### src/rtl/if_id_queue_if.sv
// Handshake bundle between the IF/ID instruction queue and its neighbours.
// slave is the queue's view; master is the view of the stages driving it.
interface if_id_queue_if #(
  parameter int unsigned ADDR_W = 32,
  parameter int unsigned INST_W = 32,
  parameter int unsigned PTR_W  = 2
);
  logic              in_valid;
  logic              in_ready;
  logic [ADDR_W-1:0] in_pc;
  logic [INST_W-1:0] in_inst;
  logic              out_valid;
  logic              out_ready;
  logic [ADDR_W-1:0] out_pc;
  logic [INST_W-1:0] out_inst;
  logic [PTR_W:0]    count;

  modport slave (
    input  in_valid, in_pc, in_inst, out_ready,
    output in_ready, out_valid, out_pc, out_inst, count
  );

  modport master (
    output in_valid, in_pc, in_inst, out_ready,
    input  in_ready, out_valid, out_pc, out_inst, count
  );
endinterface

### src/rtl/if_id_queue.sv
// DEPTH-entry FIFO of {pc, inst} pairs between fetch and decode, with redirect
// flush, a global rdy freeze and a zero bubble presented to ID when empty.
module if_id_queue #(
  parameter int unsigned ADDR_W = 32,
  parameter int unsigned INST_W = 32,
  parameter int unsigned DEPTH  = 4,
  parameter int unsigned PTR_W  = 2
) (
  input  logic               clk,
  input  logic               rst,
  input  logic               rdy,
  input  logic               flush,
  if_id_queue_if.slave       q
);

  typedef struct packed {
    logic [ADDR_W-1:0] pc;
    logic [INST_W-1:0] inst;
  } entry_t;

  localparam logic [PTR_W:0] FULL_CNT = (PTR_W+1)'(DEPTH);

  entry_t           mem_q [DEPTH];
  logic [PTR_W-1:0] wr_ptr_q, wr_ptr_d;
  logic [PTR_W-1:0] rd_ptr_q, rd_ptr_d;
  logic [PTR_W:0]   count_q,  count_d;

  logic in_ready;
  logic out_valid;
  logic push;
  logic pop;

  assign in_ready  = (count_q != FULL_CNT);
  assign out_valid = (count_q != '0);
  assign push      = rdy & q.in_valid & in_ready & ~flush;
  assign pop       = rdy & out_valid & q.out_ready & ~flush;

  // NOTE: every variable gets a default at the top of always_comb so no path
  // leaves it unassigned, which would otherwise infer a latch.
  always_comb begin
    wr_ptr_d = wr_ptr_q;
    rd_ptr_d = rd_ptr_q;
    count_d  = count_q;
    if (rdy && flush) begin
      wr_ptr_d = '0;
      rd_ptr_d = '0;
      count_d  = '0;
    end else begin
      if (push) wr_ptr_d = wr_ptr_q + 1'b1;
      if (pop)  rd_ptr_d = rd_ptr_q + 1'b1;
      unique case ({push, pop})
        2'b10:   count_d = count_q + 1'b1;
        2'b01:   count_d = count_q - 1'b1;
        default: count_d = count_q;
      endcase
    end
  end

  // NOTE: sequential state uses non-blocking assignments so every flop samples
  // the pre-edge values regardless of statement order.
  always_ff @(posedge clk) begin
    if (rst) begin
      wr_ptr_q <= '0;
      rd_ptr_q <= '0;
      count_q  <= '0;
    end else begin
      wr_ptr_q <= wr_ptr_d;
      rd_ptr_q <= rd_ptr_d;
      count_q  <= count_d;
    end
  end

  // NOTE: the storage array has no reset; an entry is only ever read after a
  // push wrote it, and out_* are forced to zero while the queue is empty.
  always_ff @(posedge clk) begin
    if (push) mem_q[wr_ptr_q] <= '{pc: q.in_pc, inst: q.in_inst};
  end

  assign q.in_ready  = in_ready;
  assign q.out_valid = out_valid;
  assign q.out_pc    = out_valid ? mem_q[rd_ptr_q].pc   : '0;
  assign q.out_inst  = out_valid ? mem_q[rd_ptr_q].inst : '0;
  assign q.count     = count_q;

endmodule

### src/flat_wrapper.sv
// flat-port wrapper written by rule: the top's interface ports become plain ports
module if_id_queue_flat 
#(
  parameter int unsigned ADDR_W = 32,
  parameter int unsigned INST_W = 32,
  parameter int unsigned DEPTH  = 4,
  parameter int unsigned PTR_W  = 2
)
  (clk, rst, rdy, flush, q_in_valid, q_in_pc, q_in_inst, q_out_ready, q_in_ready, q_out_valid, q_out_pc, q_out_inst, q_count);
  if_id_queue_if #(.ADDR_W(ADDR_W), .INST_W(INST_W), .PTR_W(PTR_W)) q_i ();
  input  logic clk;
  input  logic rst;
  input  logic rdy;
  input  logic flush;
  input wire logic [$bits(q_i.in_valid)-1:0] q_in_valid;
  input wire logic [$bits(q_i.in_pc)-1:0] q_in_pc;
  input wire logic [$bits(q_i.in_inst)-1:0] q_in_inst;
  input wire logic [$bits(q_i.out_ready)-1:0] q_out_ready;
  output wire logic [$bits(q_i.in_ready)-1:0] q_in_ready;
  output wire logic [$bits(q_i.out_valid)-1:0] q_out_valid;
  output wire logic [$bits(q_i.out_pc)-1:0] q_out_pc;
  output wire logic [$bits(q_i.out_inst)-1:0] q_out_inst;
  output wire logic [$bits(q_i.count)-1:0] q_count;
  assign q_i.in_valid = q_in_valid;
  assign q_i.in_pc = q_in_pc;
  assign q_i.in_inst = q_in_inst;
  assign q_i.out_ready = q_out_ready;
  assign q_in_ready = q_i.in_ready;
  assign q_out_valid = q_i.out_valid;
  assign q_out_pc = q_i.out_pc;
  assign q_out_inst = q_i.out_inst;
  assign q_count = q_i.count;
  if_id_queue #(.ADDR_W(ADDR_W), .INST_W(INST_W), .DEPTH(DEPTH), .PTR_W(PTR_W)) u_core (.clk(clk), .rst(rst), .rdy(rdy), .flush(flush), .q(q_i));
endmodule
### config.mk
export PLATFORM = sky130hd
export DESIGN_NAME = if_id_queue_flat
export DESIGN_NICKNAME = d
export VERILOG_FILES = /design/src/rtl/if_id_queue_if.sv /design/src/rtl/if_id_queue.sv /design/src/flat_wrapper.sv
export SDC_FILE = /design/constraint.sdc
export NUM_CORES = 1
export LEC_CHECK = 0
export BUFFER_PORTS_ARGS = -buffer_cell sky130_fd_sc_hd__clkbuf_2
export CAP_MARGIN = 40
export CORE_MARGIN = 2
export CORE_UTILIZATION = 25
export DETAILED_ROUTE_END_ITERATION = 12
export GPL_TIMING_DRIVEN = 1
export SKIP_CTS_REPAIR_TIMING = 1
export SYNTH_ARGS = -nofsm -noshare
export SYNTH_HDL_FRONTEND = slang
export SYNTH_SLANG_ARGS = --single-unit
### constraint.sdc
create_clock -name clk -period 8.2 [get_ports clk]
set_clock_uncertainty 0.05 [all_clocks]
set_input_delay 1.64 -clock clk [delete_from_list [all_inputs] [get_ports clk]]
set_output_delay 1.64 -clock clk [all_outputs]
set_load 0.01 [all_outputs]
==> impl_metrics.json <==
{
  "synthTopCellsByCount": "edfxtp_1 (256), and2_1 (64), mux4_2 (64), dfxtp_1 (9)",
  "num-nets-final": 692,
  "grt_pass1_wl_um": 30900,
  "outcome": "finished, final reports clean",
  "cp_max_fo": 35,
  "peakVddDrop_mv": 0.155,
  "dpl_worst_slack_ps": 3900,
  "clkTransAtPathRegs_ps": 60,
  "p_leak_uw": 0.00413,
  "hold_viol": 0,
  "cts_max_path_buffers": 3,
  "place_congestion": 0.658,
  "tns_ps": 0,
  "setup-violations-final": 0,
  "startpoint_type": "flop",
  "ff2ff_setup_slack_ps": 5730,
  "tightest_slew_ps": 782,
  "rsz0062_at_grt": "no",
  "fill_cells": 3933,
  "diodes": 0,
  "min_path_type": "flop to flop",
  "fin_crit_sh": 0.574,
  "syn_area_per_cell_um2": 22.1,
  "grt_pass1_vias": 5171,
  "slew_viol_final": 0,
  "final_util": 0.306,
  "grt_overflow": 0,
  "path_cells": "buf_4, mux4_2, and2_1, clkbuf_2",
  "r2r_start": "u_core.q.count[2]",
  "grt_max_degree": 41,
  "endpoint_kind": "output pin",
  "viasPerCell": 4.19,
  "power.total_uw": 2890,
  "fmax_mhz": 212,
  "syn_to_final_growth_pct": 21.7,
  "dieArea_um2": 42600,
  "ys_seq_elements": 265,
  "post-synth-top-area-fraction": 0.751,
  "first_pass_iters": 6,
  "antenna_found_initial": 1,
  "layout-drive-gt1-share": 0.407,
  "cts_buffers": 29,
  "boundaryPins": 139,
  "critical_path_class": "flop to output pin",
  "h-tree-depth": 1,
  "hold_start": "u_core.rd_ptr_q[1]",
  "portBuffers": 138,
  "hpwl_um": 12000,
  "cap_viol_max_count": 0,
  "holdWs_ps": 432,
  "wl_per_cell_um": 17.9,
  "critPathTopFamily": "buffers and inverters",
  "pwr_density_cell_nw_per_um2": 232,
  "min_period_ps": 4710,
  "synth_cells": 462,
  "coreArea_um2": 40600,
  "synth.most_common_cell": "edfxtp_1",
  "cpPeakStageDelay_ps": 790,
  "synth_area_leaders": "edfxtp_1 (75%), mux4_2 (14%), and2_1 (3.9%), dfxtp_1 (1.8%), buf_12 (1.2%)",
  "num_vias": 4897,
  "drt_iter0_markers": 269,
  "required_ps": 6510,
  "rows": 74,
  "synth_edf_count": 256,
  "clk_latency_ps": 540,
  "yosysUniqueCellTypes": 30,
  "fin_ws_ps": 3490,
  "ys.flop_type": "edfxtp_1",
  "p_int_uw": 2340,
  "slowest_stage": "dfxtp_4",
  "antenna_left": 0,
  "seq_area_frac_synth": 0.769,
  "routed_wirelength_um": 20900,
  "cts_tree": "built",
  "switchingPower_uw": 553,
  "relSlewSlack": 0.479,
  "seq_power_share": 0.519,
  "root_buffer": "clkbuf_16",
  "netlist_area_um2": 10200,
  "drc": 0,
  "dieHeight_um": 206,
  "ys_warn_count": 0,
  "path_buf_inv": 2,
  "comb_power_share": 0.030,
  "synthArstFlopShare": 0,
  "synth_nets": 538,
  "p_sw_frac": 0.191,
  "clock_sink_count": 265,
  "crit_arrival_ps": 3020,
  "synth_top_area_cell": "edfxtp_1",
  "track_usage": 0.0977,
  "p_clk_frac": 0.451,
  "die_width_um": 206,
  "initial_utilization": 0.252
}
[path summary, 6_finish.rpt]
kind / end / depth (start not counted)
max: q_out_pc[27] / 4
min: flop / 2
max reg2reg: u_core.q.count[2] / 9
min reg2reg: flop / 2
[placed cells by master, fill, tap and decap left out, drive strengths merged]
cell,netlist,final
a21o,1,1
a21oi,6,6
and2,65,65
and3,4,4
and3b,1,1
buf,14,7
bufinv,0,5
clkbuf,8,175
clkinv,0,10
dfxtp,9,9
edfxtp,256,256
fa,1,1
ha,5,5
inv,7,7
mux4,64,64
nand2,1,1
nand3b,1,1
nand4,2,2
nand4b,1,1
nor2,4,4
nor3,1,1
o21ai,4,4
o31ai,1,1
or3,3,3
or3b,1,1
xor2,2,2
[metrics by stage]
stage / cells / instance area, µm²
final: 1169 / 12400
after global routing: 1169 / 12400
after CTS: 1169 / 12400
after detailed placement: 1117 / 11500
after global placement: 1116 / 11500
after floorplan: 462 / 10200
[power by group through the flow]
stage | Combinational [µW] | Clock, µW | Sequential (µW)
2_1_floorplan | 38.0 | 0 | 1530
3_3_place_gp | 86.3 | 0 | 1530
3_5_place_dp | 88.3 | 0 | 1530
4_1_cts | 88.7 | 1350 | 1500
5_1_grt | 95.6 | 1400 | 1500
6_report | 85.5 | 1300 | 1500
[area by class of cell]
| type | count | area (µm²) | area share |
|---|---|---|---|
| multi-input combinational | 168 | 2160 | 0.173 |
| timing repair buffer | 145 | 763 | 0.0613 |
| clock inverter | 15 | 203 | 0.0163 |
| sequential | 265 | 7880 | 0.633 |
| tap | 532 | 666 | 0.0535 |
| clock buffer | 37 | 756 | 0.0607 |
| inverter | 7 | 26.3 | 0.00211 |
[per-layer routing]
| metal | routed length [µm] | track usage | part of all wire | vias to the layer above |
|---|---|---|---|---|
| met1 | 9230 | 0.127 | 0.44 | 2568 |
| met3 | 1070 | 0.0232 | 0.051 | 34 |
| met4 | 497 | 0.0344 | 0.024 | 2 |
| met2 | 10100 | 0.159 | 0.48 | 105 |
| li1 | - | - | - | 2188 |
| met5 | 13 | 0 | 0.00062 | - |
[registers in the layout, indices dropped and copies added, names as in the netlist, named ones only]
| signal | flops |
|---|---|
| u_core.rd_ptr_q | 2 |
| u_core.wr_ptr_q | 2 |
| u_core.mem_q | 256 |
| u_core.q.count | 3 |
[kinds of logic (layout without fill, tap and decap cells)]
kind of cell,count (synthesis),in the layout,share of synthesized area
muxes,64,64,0.141
and+or+nand+nor,84,84,0.0516
AOI/OAI and AO/OA,12,12,0.00685
adders and majority gates,6,6,0.00807
DFF,265,265,0.769
xor gates and xnor gates,2,2,0.00171
buffers and inverters,29,204,0.0219
[worst register-to-register path, delay by kind of cell, from the launching register on]
kind,cells,cell delay [ps]
DFF,1,380
and+or+nand+nor,3,1000
adders and majority gates,2,550
buffers and inverters,2,120
xor gates and xnor gates,1,160
AOI/OAI and AO/OA,1,140
Power figures use the tool's default switching activity.
